**src/rtl/stopwatch_pkg.sv**
```systemverilog
// Shared constants and state encoding for the stopwatch run-control slice.
package stopwatch_pkg;

    localparam int unsigned BCD_W            = 12;
    localparam int unsigned TICK_DIV_DEFAULT = 5_000_000;
    localparam int unsigned PRE_W_DEFAULT    = 23;

    typedef enum logic [1:0] {
        IDLE   = 2'd0,
        RUN    = 2'd1,
        LAP    = 2'd2,
        PAUSED = 2'd3
    } sw_state_t;

endpackage

```
**src/rtl/tick_prescaler.sv**
```systemverilog
// Decisecond prescaler: counts enabled cycles and emits a one-cycle tick
// every TICK_DIV enabled cycles. The count holds while disabled.
module tick_prescaler #(
    parameter int unsigned TICK_DIV = stopwatch_pkg::TICK_DIV_DEFAULT,
    parameter int unsigned PRE_W    = stopwatch_pkg::PRE_W_DEFAULT
) (
    input  logic clk,
    input  logic reset_key,
    input  logic en,
    input  logic clr,
    output logic tick
);

    localparam logic [PRE_W-1:0] LAST = PRE_W'(TICK_DIV - 1);

    logic [PRE_W-1:0] count;

    // Count enabled cycles; wrap at LAST and register a tick on the wrap.
    always_ff @(posedge clk) begin
        if (!reset_key || clr) begin
            count <= '0;
            tick  <= 1'b0;
        end else if (en) begin
            if (count == LAST) begin
                count <= '0;
                tick  <= 1'b1;
            end else begin
                count <= count + PRE_W'(1);
                tick  <= 1'b0;
            end
        end else begin
            tick <= 1'b0;
        end
    end

endmodule

```
**src/rtl/stopwatch_ctrl.sv**
```systemverilog
// Stopwatch run-control sequencer: button FSM, lap capture, display mux,
// and the decisecond tick / counter-clear strobes for the BCD datapath.
module stopwatch_ctrl #(
    parameter int unsigned TICK_DIV = stopwatch_pkg::TICK_DIV_DEFAULT,
    parameter int unsigned PRE_W    = stopwatch_pkg::PRE_W_DEFAULT,
    parameter int unsigned BCD_W    = stopwatch_pkg::BCD_W
) (
    input  logic             clk,
    input  logic             reset_key,
    input  logic             start_stop_p,
    input  logic             lap_reset_p,
    input  logic [BCD_W-1:0] time_bcd,
    output logic             tick,
    output logic             cnt_clear,
    output logic             running,
    output logic             disp_frozen,
    output logic [BCD_W-1:0] disp_bcd,
    output logic [3:0]       lap_cnt
);

    import stopwatch_pkg::*;

    sw_state_t        state;
    sw_state_t        state_next;
    logic             lap_take;
    logic             lap_clear;
    logic             pre_en;
    logic [BCD_W-1:0] lap_reg;

    // State register.
    always_ff @(posedge clk) begin
        if (!reset_key) begin
            state <= IDLE;
        end else begin
            state <= state_next;
        end
    end

    // Next state: start/stop has priority; a simultaneous lap pulse is dropped.
    always_comb begin
        state_next = state;
        if (start_stop_p) begin
            case (state)
                IDLE, PAUSED: state_next = RUN;
                RUN, LAP:     state_next = PAUSED;
                default:      state_next = IDLE;
            endcase
        end else if (lap_reset_p) begin
            case (state)
                RUN:     state_next = LAP;
                LAP:     state_next = RUN;
                PAUSED:  state_next = IDLE;
                default: state_next = state;
            endcase
        end
    end

    // State-derived outputs and per-cycle control strobes.
    always_comb begin
        running     = (state == RUN) || (state == LAP);
        disp_frozen = (state == LAP);
        lap_take    = (state == RUN) && lap_reset_p && !start_stop_p;
        lap_clear   = (state == PAUSED) && lap_reset_p && !start_stop_p;
        // The edge that leaves RUN/LAP for PAUSED must not advance the prescaler.
        pre_en      = running && !start_stop_p;
    end

    // Lap capture, saturating lap counter and registered counter clear.
    always_ff @(posedge clk) begin
        if (!reset_key) begin
            lap_reg   <= '0;
            lap_cnt   <= '0;
            cnt_clear <= 1'b1;
        end else begin
            cnt_clear <= lap_clear;
            if (lap_clear) begin
                lap_reg <= '0;
                lap_cnt <= '0;
            end else if (lap_take) begin
                lap_reg <= time_bcd;
                if (lap_cnt != 4'hF) begin
                    lap_cnt <= lap_cnt + 4'd1;
                end
            end
        end
    end

    assign disp_bcd = disp_frozen ? lap_reg : time_bcd;

    tick_prescaler #(
        .TICK_DIV(TICK_DIV),
        .PRE_W   (PRE_W)
    ) u_prescaler (
        .clk      (clk),
        .reset_key(reset_key),
        .en       (pre_en),
        .clr      (lap_clear),
        .tick     (tick)
    );

endmodule

```
**config.mk**
```make
export PLATFORM = sky130hd
export DESIGN_NAME = stopwatch_ctrl
export DESIGN_NICKNAME = d
export VERILOG_FILES = /design/src/rtl/stopwatch_pkg.sv /design/src/rtl/tick_prescaler.sv /design/src/rtl/stopwatch_ctrl.sv
export SDC_FILE = /design/constraint.sdc
export NUM_CORES = 1
export LEC_CHECK = 0
export BUFFER_PORTS_ARGS = -buffer_cell sky130_fd_sc_hd__buf_2
export CAP_MARGIN = 30
export CORE_MARGIN = 4
export CORE_UTILIZATION = 45
export DETAILED_ROUTE_END_ITERATION = 8
export GPL_TIMING_DRIVEN = 0
export PLACE_DENSITY = 0.69
export SETUP_SLACK_MARGIN = 0.4
export SLEW_MARGIN = 20
export SYNTH_ARGS = -nofsm -noshare
export SYNTH_HDL_FRONTEND = slang
export SYNTH_SLANG_ARGS = --single-unit
export TNS_END_PERCENT = 1
```
**constraint.sdc**
```tcl
create_clock -name clk -period 2 [get_ports clk]
set_input_delay 0.3 -clock clk [delete_from_list [all_inputs] [get_ports clk]]
set_output_delay 0.3 -clock clk [all_outputs]
set_load 0.05 [all_outputs]
```
* Word level (Yosys, flattened, before mapping)
Index checks and enable logic that the tools add are counted.
Widths: inputs -> output; s select.
** Storage, ports and cells
- Input port bits :: 16
- Word-level logic and storage cells :: 40
- Flip-flop bits (word level) :: 43
** Operators by class
- Equality and inequality tests :: 5
- $add $sub $neg :: 2
- Bitwise gates (word level) :: 2
- Muxes and demuxes :: 7
- Reductions and logical operators :: 18
** Operators by type and width (number)
- $add 23x1->23 const B :: 1
- $eq 23x23->1 const B :: 1
- $mux 23 :: 1
- $mux 12 :: 1
- $reduce_or 2->1 :: 4
- $pmux 2 s3 :: 1
- $logic_and 1x1->1 :: 5
- $add 4x1->4 const B :: 1
- $eq 2x2->1 const B :: 2
- $mux 2 :: 2
- $ne 4x4->1 const B :: 1
- $pmux 2 s2 :: 1
- $reduce_and 2->1 :: 2
- $reduce_bool 4->1 :: 1
- $eq 2x1->1 const B :: 1
- $logic_not 1->1 :: 2
- $logic_not 2->1 :: 1
- $logic_or 1x1->1 :: 2
- $not 1->1 :: 2
- $reduce_bool 2->1 :: 1
- $mux 1 :: 1

* Logic depth before layout (Yosys ltp)
Gate-level depths: netlist (run 1).
- Word-level depth :: 5
- Depth in mapped cells :: 7

* Modules after synthesis
Synthesis (run 1) repeated with hierarchy kept, for this count alone.
** Second synthesis, totals
- Cells, all modules :: 246
- Area total of the unflattened synthesis :: 2175.8 sq um
** Modules (own cells, without submodules)
- tick_prescaler :: cells an instance 138, area each 1181.1 sq um, instances 1, sequential area each 480.5 sq um
- stopwatch_ctrl :: cells an instance 108, area each 994.7 sq um, instances 1, sequential area each 380.4 sq um

* Worst setup path after synthesis (run 1)
Ideal clock, no wire load.
- Path kind :: register to output
- From :: register state[0]
- To :: output disp_bcd[10]
- Path buffers :: 1
- Data required time :: 1.700 ns
- Cell stages (with the launch flop) :: 5
- Arrival time :: 1.806 ns
- Setup slack :: -0.106 ns
- Cells stage by stage :: dfxtp_1 inv_1 ha_1 buf_1 mux2_2
** On the way
- Longest elaborated chain between the ends :: 2
** RTL lines
- start: declaration :: RTL line stopwatch_ctrl.sv:23 : sw_state_t state;
- start signal: assignment :: RTL line stopwatch_ctrl.sv:35 : state <= state_next;
- $eq 2x2->1 :: RTL line stopwatch_ctrl.sv:61 : disp_frozen = (state == LAP);
- net disp_frozen :: RTL line stopwatch_ctrl.sv:16 : output logic disp_frozen,
- $mux 12 :: RTL line stopwatch_ctrl.sv:88 : assign disp_bcd = disp_frozen ? lap_reg : time_bcd;
- end: declaration :: RTL line stopwatch_ctrl.sv:17 : output logic [BCD_W-1:0] disp_bcd,
The timed path passes the listed nets, and every way through them passes these cells.

* Final worst setup path (run 1)
- From :: register state[0]
- To :: register u_prescaler.count[16]
** On the way
- Longest elaborated chain between the ends :: 4
- Elaborated cells on any way between the ends :: 8
- Those cells by class :: 3 x eq/ne; 5 x reduce/logical
** RTL lines
- $eq 2x2->1 :: RTL line stopwatch_ctrl.sv:63 : lap_clear = (state == PAUSED) && lap_reset_p && !start_stop_p;
- $logic_and 1x1->1 (2 in a row) :: RTL line stopwatch_ctrl.sv:63
- $logic_or 1x1->1 :: RTL line tick_prescaler.sv:20 : if (!reset_key || clr) begin
- end signal: assignment :: RTL line tick_prescaler.sv:28 : count <= count + PRE_W'(1);
- end: declaration :: RTL line tick_prescaler.sv:16 : logic [PRE_W-1:0] count;
Several ways; a longest one is shown, not always the timed one.
A chain may end at the register's enable or synchronous reset.

==> results.yml, run 1 <==
yosys:
  synth_top_family_by_area: "simple AND/OR/NAND/NOR gates"
  synth_compound_area_share_pct: 13.9
  synthSimpleGateAreaFrac_pct: 24.5
  synthAdderAreaFrac_pct: 3.05
  synth_warnings: 0
  synth_seq_cells: 43
  syn_avg_cell_area_um2: 8.88
  synth_edf_count: 0
  synthXorXnorAreaFrac_pct: 5.12
  syn_nets: 252
  ys.flop_type: "dfxtp_1"
  yosys.cell_types.count: 41
  synthCells: 231
  syn_area_um2: 2050
  synthMuxAreaShare_pct: 7.07
  synthArstFlopShare_pct: 0
  yosysSeqAreaShare_pct: 42.0
power:
  ir_drop_v: 0.000352
  seqPwrFrac_pct: 46.8
  p_per_area_nw_per_um2: 720
  p_sw_w: 0.000498
  clkPwrFrac_pct: 36.7
  switching_share_pct: 26.3
  p_int_w: 0.00139
  p_leak_nw: 1.01
  p_comb_share_pct: 16.5
sta:
  finClkSkew_ns: 0.00609
  rsz0062_at_grt: "true"
  fmax_mhz: 528
  relSlewSlack_pct: 72.4
  finalHoldViolations: 0
  drv_slew: 0
  worst_pin_slew_ns: 0.414
  fin_setup_tns_ns: 0
  period_needed_ns: 1.89
  setup_viol: 0
  setup_slack_ns: 0.107
  min_period_over_period_pct: 94.6
drt:
  drtIter0Drc: 52
  wl_per_cell_um: 13.3
  vias_per_cell: 5.41
  wl_um: 4560
  vias: 1850
  ant_nets: 0
  drt-pass1-iter-count: 4
  route.detailed.drc: 0
clock_tree:
  hold_buffers: 0
  cts_buffer_depth: 2
  cts_tree: "yes"
  clk_pin_slew_ns: 0.08
  numCtsBuffers: 5
  clock_sinks: 43
  root_buffer: "clkbuf_8"
  clkLatencyLatePin_ns: 0.29
  htree_num_levels: 2
floorplanning:
  core_um2: 4380
  rows: 24
  die_y_um: 75.5
  dieArea_um2: 5700
  die_w_um: 75.5
  start_util_pct: 46.8
  io_pins: 36
placement:
  dp_worst_setup_slack_ns: 0.0442
  hpwl_um: 2980
  place_congestion: 0.777
  port_buffers: 34
setup_path:
  critPathKind: "reg -> reg"
  critical_path_arrival_ns: 2.12
  endpoint_kind: "flop"
  slowest_stage: "or4_1"
  cp_max_fo: 5
  path_cells: "inv_2 -> ha_4 -> nor3b_4 -> buf_6 -> nand4_4 -> or4_1 -> a21oi_1"
  start_kind: "flop"
  crit_required_ns: 2.22
  max_stage_delay_ns: 0.52
grt:
  grt_max_degree: 14
  grtUsageTotal_pct: 16.5
  grt_overflow: 0
  grt_pass1_wl_um: 7380
  grt_pass1_vias: 1712
  antenna_found_initial: 0
cells_and_area:
  largest_register_ffs: 23
  syn_to_final_growth_pct: 28.0
  layout-drive-gt1-share_pct: 31.7
  layout.cells.most_common: "dfxtp_1"
  fillers: 395
  most-common-layout-cells: "dfxtp_1, nand2_1, buf_2"
  final_nets: 310
  antenna_cells: 0
hold_path:
  hold_path_class: "in -> reg"
outcome:
  status: "finished clean"
run:
  max-cap-violations: 0
## cell usage after synthesis, types with 4 or more instances
master   count  area [um^2]
a21oi_1     27          135
or4_1        5         37.5
nand2_1     35          131
nand4_1      4         25.0
dfxtp_1     43          861
xor2_1       7         61.3
o31ai_1      5         37.5
inv_1        6         22.5
nor2_1      15         56.3
mux2_2      12          135
xnor2_1      5         43.8
or3_1        7         43.8
ha_1         5         62.6
nand3_1      7         35.0
o21ai_0      9         45.0
## path summary, 6_finish.rpt
kind	from	endpoint	slack, ns	cells past startpoint
setup / recovery	state[0]$_SDFFE_PN0P_	u_prescaler.count[16]$_SDFFE_PP0P_	0.11	7
hold / removal	time_bcd[5]	lap_reg[5]$_SDFFE_PP0P_	0.24	3
setup reg to reg	state[0]$_SDFFE_PN0P_	u_prescaler.count[16]$_SDFFE_PP0P_	0.11	7
hold reg to reg	lap_reg[5]$_SDFFE_PP0P_	lap_reg[5]$_SDFFE_PP0P_	0.46	2
## cell type report
| type | instances | area, um^2 | area share (%) |
|---|---|---|---|
| multi-input combinational | 171 | 1150 | 43.7 |
| sequential | 43 | 866 | 33.0 |
| timing repair buffer | 51 | 315 | 12.0 |
| buffer | 10 | 85.1 | 3.24 |
| clock buffer | 6 | 82.6 | 3.14 |
| tap | 52 | 65.1 | 2.48 |
| clock inverter | 2 | 35.0 | 1.33 |
| inverter | 7 | 30.0 | 1.14 |
## power by group through the flow
stage	sequential, W	combinational, W	clock, W
3_5_place_dp	0.000906	0.000282	0
5_1_grt	0.000886	0.000336	0.000752
4_1_cts	0.000884	0.000307	0.000714
2_1_floorplan	0.000912	0.000212	0
6_report	0.000884	0.000313	0.000694
3_3_place_gp	0.000905	0.000280	0
## per-layer routing
layer	vias to the layer above	global-route usage (%)	wire (um)
li1	940	-	-
met3	6	4.75	271
met1	862	19.9	2110
met2	42	28.6	2130
met5	-	0	0
met4	0	4.47	45
## worst max-delay path, delay by kind of cell (launching register included)
kind,cells,cell delay [ns]
flip-flops,1,0.36
buffers and inverters,2,0.19
AND/OR/NAND/NOR,3,0.89
adder cells (fa/ha/maj),1,0.24
AO/OA/AOI/OAI,1,0.13
## repair_timing
| action | 4_1_cts | 5_1_grt |
|---|---|---|
| resized for setup | 12 | 12 |
| endpoints found under the setup margin | 50 | 54 |
| gates cloned | 1 | 2 |
| buffers inserted | 8 | 6 |
| pin swaps | 6 | 8 |
## cell families (layout without fill, tap and decap cells)
group | Yosys count | count (layout)
and+or+nand+nor | 93 | 93
xor gates and xnor gates | 12 | 12
AOI/OAI and AO/OA | 48 | 48
DFF | 43 | 43
adders and majority gates | 5 | 5
buffers and inverters | 17 | 76
muxes | 13 | 13
## metrics by stage
stage               cells  util, %  hold slack (ns)  cell area [um^2]  total power (W)
finish                342     59.9            0.244              2630          0.00189
global route          342     59.9            0.233              2630          0.00197
detailed placement    317     52.6            0.443              2310          0.00119
CTS                   334     57.5            0.237              2520          0.00190
floorplan             231        -            0.428              2070          0.00112
global placement      317     52.6            0.440              2310          0.00119
Power figures use the tool's default switching activity.
==> run 2: changes to the inputs <==
PLACE_DENSITY = 0.66   (was 0.69)
clock period = 2.1 ns   (was 2 ns; I/O delays follow)
==> results.yml, run 2 (synthesis results as in run 1) <==
power:
  p_per_area_nw_per_um2: 642
  ir_drop_v: 0.000289
  p_leak_nw: 0.990
setup_path:
  crit_required_ns: 2.28
  cp_max_fo: 5
  endpoint_kind: "flop"
  start_kind: "flop"
  critical_path_arrival_ns: 2.09
  critPathKind: "reg -> reg"
  r2r_start: "state[0]$_SDFFE_PN0P_"
  rrSetupSlack_ns: 0.19
  r2r_end: "u_prescaler.count[18]$_SDFFE_PP0P_"
  reg2reg_depth: 8
placement:
  dpl_cell_area_um2: 2310
  place_congestion: 0.743
  hpwl_um: 2930
  port_buffers: 34
  dp_worst_setup_slack_ns: 0.162
drt:
  wl_um: 4680
  route.detailed.drc: 0
  wl_per_cell_um: 13.8
  drtIter0Drc: 71
  ant_nets: 0
  vias: 1832
  drt-pass1-iter-count: 4
  vias_per_cell: 5.42
hold_path:
  min_from: "time_bcd[4]"
  worstHoldPathCells: 3
  hold_path_class: "in -> reg"
  holdPathEnd: "lap_reg[4]$_SDFFE_PP0P_"
grt:
  antenna_found_initial: 0
  grt_overflow: 0
  grt_max_degree: 13
  grtUsageTotal_pct: 16.2
  grt_pass1_vias: 1662
  grt_pass1_wl_um: 7130
cells_and_area:
  layout.cells.most_common: "dfxtp_1"
  antenna_cells: 0
  largest_register_ffs: 23
  layout-drive-gt1-share_pct: 32.5
  most-common-layout-cells: "dfxtp_1, nand2_1, buf_2"
  finalInstanceArea_um2: 2620
  final_nets: 307
  syn_to_final_growth_pct: 27.7
  fin_util_pct: 59.8
clock_tree:
  cts_tree: "yes"
  root_buffer: "clkbuf_8"
  clk_pin_slew_ns: 0.08
  hold_buffers: 0
  htree_num_levels: 2
  numCtsBuffers: 5
  cts_buffer_depth: 2
  clkLatencyLatePin_ns: 0.29
  clock_sinks: 43
sta:
  finClkSkew_ns: 0.00814
  worst_pin_slew_ns: 0.467
  fmax_mhz: 523
  finalHoldViolations: 0
  min_period_over_period_pct: 91.1
  period_needed_ns: 1.91
  drv_slew: 0
  rsz0062_at_grt: "true"
  setup_slack_ns: 0.187
  relSlewSlack_pct: 68.9
  setup_viol: 0
  fin_setup_tns_ns: 0
floorplanning:
  die_w_um: 75.5
  die_y_um: 75.5
  rows: 24
  core_um2: 4380
  start_util_pct: 46.8
  io_pins: 36
  dieArea_um2: 5700
run:
  max-cap-violations: 0
outcome:
  status: "finished clean"
## run 2: cell types whose count changed in the layout (fill, tap and decap cells not counted), sizes merged
cell    before  now
bufinv       1    0
buf         58   54
clkbuf       9   10
## run 2: layer usage
metal | vias up | GRT usage, % | share of wire, %
met3 | 7 | 3.30 | 5.8
met2 | 46 | 27.4 | 46
met1 | 846 | 19.4 | 46
li1 | 933 | - | -
met4 | 0 | 8.16 | 1.6
met5 | - | 0 | 0
## run 2: where the power goes
group | internal [W] | total [W] | switching, W
combinational | 0.000119 | 0.000309 | 0.000190
clock | 0.000258 | 0.000530 | 0.000271
sequential | 0.000831 | 0.000842 | 0.0000108
## run 2: worst max-delay path by stage
stage / start / to / slack, ns
2_1_floorplan: state[0]$_SDFFE_PN0P_ / u_prescaler.count[21]$_SDFFE_PP0P_ / 0.39
3_3_place_gp: state[0]$_SDFFE_PN0P_ / u_prescaler.count[12]$_SDFFE_PP0P_ / 0.16
3_5_place_dp: state[0]$_SDFFE_PN0P_ / u_prescaler.count[16]$_SDFFE_PP0P_ / 0.16
4_1_cts: state[0]$_SDFFE_PN0P_ / u_prescaler.count[15]$_SDFFE_PP0P_ / 0.23
5_1_grt: state[0]$_SDFFE_PN0P_ / u_prescaler.count[18]$_SDFFE_PP0P_ / 0.09
6_report: state[0]$_SDFFE_PN0P_ / u_prescaler.count[18]$_SDFFE_PP0P_ / 0.19
## run 2: stage by stage
| step | power (W) | hold WS (ns) | instances |
|---|---|---|---|
| 6_report | 0.00168 | 0.259 | 338 |
| 5_1_grt | 0.00176 | 0.260 | 338 |
| 4_1_cts | 0.00168 | 0.254 | 328 |
| 3_5_place_dp | 0.00113 | 0.445 | 317 |
| 3_3_place_gp | 0.00113 | 0.439 | 317 |
| 2_1_floorplan | 0.00107 | 0.433 | 231 |
## run 2: cell type report
cell class	count	area, um^2
flip-flops and latches	43	863
fillers	420	1760
repair buffers	48	317
inverters	7	30.0
well taps	52	65.1
plain buffers	10	95.1
clock buffers	6	82.6
clock inverters	1	5.00
multi-input cells	171	1160
## run 2: repair_timing
action                     CTS  global route
resized for setup           14            18
cloned                       1             2
pin swaps                    3             7
setup endpoints to repair   40            51
setup buffers                3             8
## run 2: worst max-delay path, stage by stage, from the launching register on
cell and delay [ns]:
dfxtp_2 0.34, inv_2 0.04, ha_4 0.25, nor3b_4 0.21, nand4_1 0.24, o31ai_4 0.36
buf_4 0.19, clkbuf_16 0.13, a21oi_1 0.03
==> run 3: changes to the inputs <==
CORE_UTILIZATION = 35   (was 45)
PLACE_DENSITY = unset   (was 0.66)
SYNTH_HIERARCHICAL = 1   (was unset)
==> results.yml, run 3 <==
floorplanning:
  die_y_um: 86.8
  dieArea_um2: 7540
  io_pins: 36
  rows: 28
  die_w_um: 86.8
  core_um2: 5990
  start_util_pct: 36.3
setup_path:
  path_cells: "inv_2 -> ha_4 -> nor2_2 -> buf_4 -> nand4_4 -> buf_6 -> or4_4 -> or4_1 -> a21oi_1"
  critPathKind: "reg -> reg"
  crit_required_ns: 2.33
  critical_path_arrival_ns: 2.41
  start_kind: "flop"
  cp_max_fo: 7
  endpoint_kind: "flop"
  slowest_stage: "or4_4"
  max_stage_delay_ns: 0.52
drt:
  vias_per_cell: 5.22
  route.detailed.drc: 0
  drt-pass1-iter-count: 4
  ant_nets: 0
  wl_per_cell_um: 14.0
  vias: 1936
  drtIter0Drc: 94
  wl_um: 5200
power:
  p_comb_share_pct: 22.1
  ir_drop_v: 0.000330
  seqPwrFrac_pct: 48.3
  p_per_area_nw_per_um2: 613
  p_leak_nw: 1.06
  clkPwrFrac_pct: 29.6
  p_sw_w: 0.000516
  p_int_w: 0.00123
  switching_share_pct: 29.5
clock_tree:
  root_buffer: "clkbuf_8"
  cts_buffer_depth: 2
  numCtsBuffers: 5
  clock_sinks: 43
  clkLatencyLatePin_ns: 0.29
  clk_pin_slew_ns: 0.09
  htree_num_levels: 2
  cts_tree: "yes"
hold_path:
  hold_path_class: "in -> reg"
outcome:
  violations: "setup timing"
  status: "finished, violations left"
yosys:
  yosys-top-cells-area: "dfxtp_1, nand2_1, mux2_2"
  synthArstFlopShare_pct: 0
  syn_nets: 268
  synth_warnings: 6
  yosysTopAreaCell: "dfxtp_1"
  yosysMostFrequentCell: "dfxtp_1"
  synth_top_area_share_pct: 39.6
  synth_edf_count: 0
  synthCells: 246
  synth_seq_cells: 43
  syn_area_um2: 2180
  ys.flop_type: "dfxtp_1"
  yosysSeqAreaShare_pct: 39.6
  yosys-top-cells-count: "dfxtp_1, nand2_1, nor2_1, a21oi_1, mux2_2"
  syn_avg_cell_area_um2: 8.84
  yosys.cell_types.count: 45
grt:
  grt_max_degree: 14
  antenna_found_initial: 0
  grtUsageTotal_pct: 14.2
  grt_pass1_vias: 1863
  grt_overflow: 0
  grt_pass1_wl_um: 8570
placement:
  hpwl_um: 3570
  dpl_cell_area_um2: 2490
  place_congestion: 0.746
  port_buffers: 35
  dp_worst_setup_slack_ns: -0.252
cells_and_area:
  fillers: 561
  layout.cells.most_common: "dfxtp_1"
  largest_register_ffs: 23
  layout-drive-gt1-share_pct: 34.5
  final_nets: 317
  antenna_cells: 0
  finalInstanceArea_um2: 2850
  syn_to_final_growth_pct: 31.1
  most-common-layout-cells: "dfxtp_1, nand2_1, buf_2"
run:
  max-cap-violations: 0
sta:
  fmax_mhz: 459
  worst_pin_slew_ns: 0.364
  drv_slew: 0
  setup_slack_ns: -0.0790
  rsz0062_at_grt: "true"
  finalHoldViolations: 0
  holdWs_ns: 0.267
  fin_setup_tns_ns: -0.335
  setup_viol: 14
  relSlewSlack_pct: 75.5
  period_needed_ns: 2.18
  finClkSkew_ns: 0.00894
  min_period_over_period_pct: 104
[run 3: logic make-up after synthesis]
group           share of synthesized area, %
compound gates                          13.3
xor+xnor                                4.83
fa+ha+maj                               3.45
buf+inv                                 4.37
flops                                   39.6
mux                                     7.13
simple gates                            27.4
[run 3: per-stage QoR]
| step | cells | utilization, % | total power, W |
|---|---|---|---|
| floorplan | 246 | - | 0.00109 |
| global placement | 356 | 41.5 | 0.00116 |
| detailed placement | 356 | 41.5 | 0.00116 |
| CTS | 371 | 47.1 | 0.00176 |
| global route | 371 | 47.6 | 0.00183 |
| finish | 371 | 47.6 | 0.00175 |
[run 3: path summary, 6_finish.rpt]
path / slack, ns / cells after the start / start / endpoint
setup / recovery: -0.08 / 9 / state[0]$_SDFFE_PN0P_ / u_prescaler/count[15]$_SDFFE_PP0P_
hold / removal: 0.27 / 3 / time_bcd[4] / lap_reg[4]$_SDFFE_PP0P_
setup reg to reg: -0.08 / 9 / state[0]$_SDFFE_PN0P_ / u_prescaler/count[15]$_SDFFE_PP0P_
hold reg to reg: 0.46 / 2 / lap_reg[4]$_SDFFE_PP0P_ / lap_reg[4]$_SDFFE_PP0P_
[run 3: timing repair]
action | 4_1_cts | 5_1_grt
cloned | 0 | 0
hold buffers | 0 | 0
setup buffers | 7 | 0
gates resized for setup | 58 | 8
pin swaps | 7 | 0
setup endpoints to repair | 36 | 43
[run 3: area by class of cell]
type,count,area (um^2),share of cell area (%)
Sequential cell,43,870,30.5
Multi-Input combinational cell,185,1330,46.4
Tap cell,75,93.8,3.29
Clock buffer,6,72.6,2.54
Clock inverter,2,12.5,0.439
Buffer,12,109,3.82
Inverter,6,22.5,0.789
Timing Repair Buffer,42,348,12.2
[run 3: worst max-delay path: cells and delay by family, from the launching register on]
kind / cells / cell delay, ns
AND/OR/NAND/NOR: 4 / 1.10
flip-flops: 1 / 0.35
AO/OA/AOI/OAI: 1 / 0.12
adder cells (fa/ha/maj): 1 / 0.22
buffers and inverters: 3 / 0.32
[run 3: routing by layer]
metal	routed length [um]	track usage (%)	share of wire (%)	up-vias
li1	-	-	-	980
met1	2480	19.2	48	909
met4	44	3.68	0.85	0
met2	2490	23.1	48	42
met3	192	2.85	3.7	5
met5	0	0	0	-
[run 3: power groups by stage]
stage          sequential (W)  combinational, W  clock, W
2_1_floorplan        0.000871          0.000217         0
3_3_place_gp         0.000866          0.000290         0
3_5_place_dp         0.000866          0.000293         0
4_1_cts              0.000844          0.000379  0.000535
5_1_grt              0.000847          0.000410  0.000570
6_report             0.000845          0.000386  0.000517
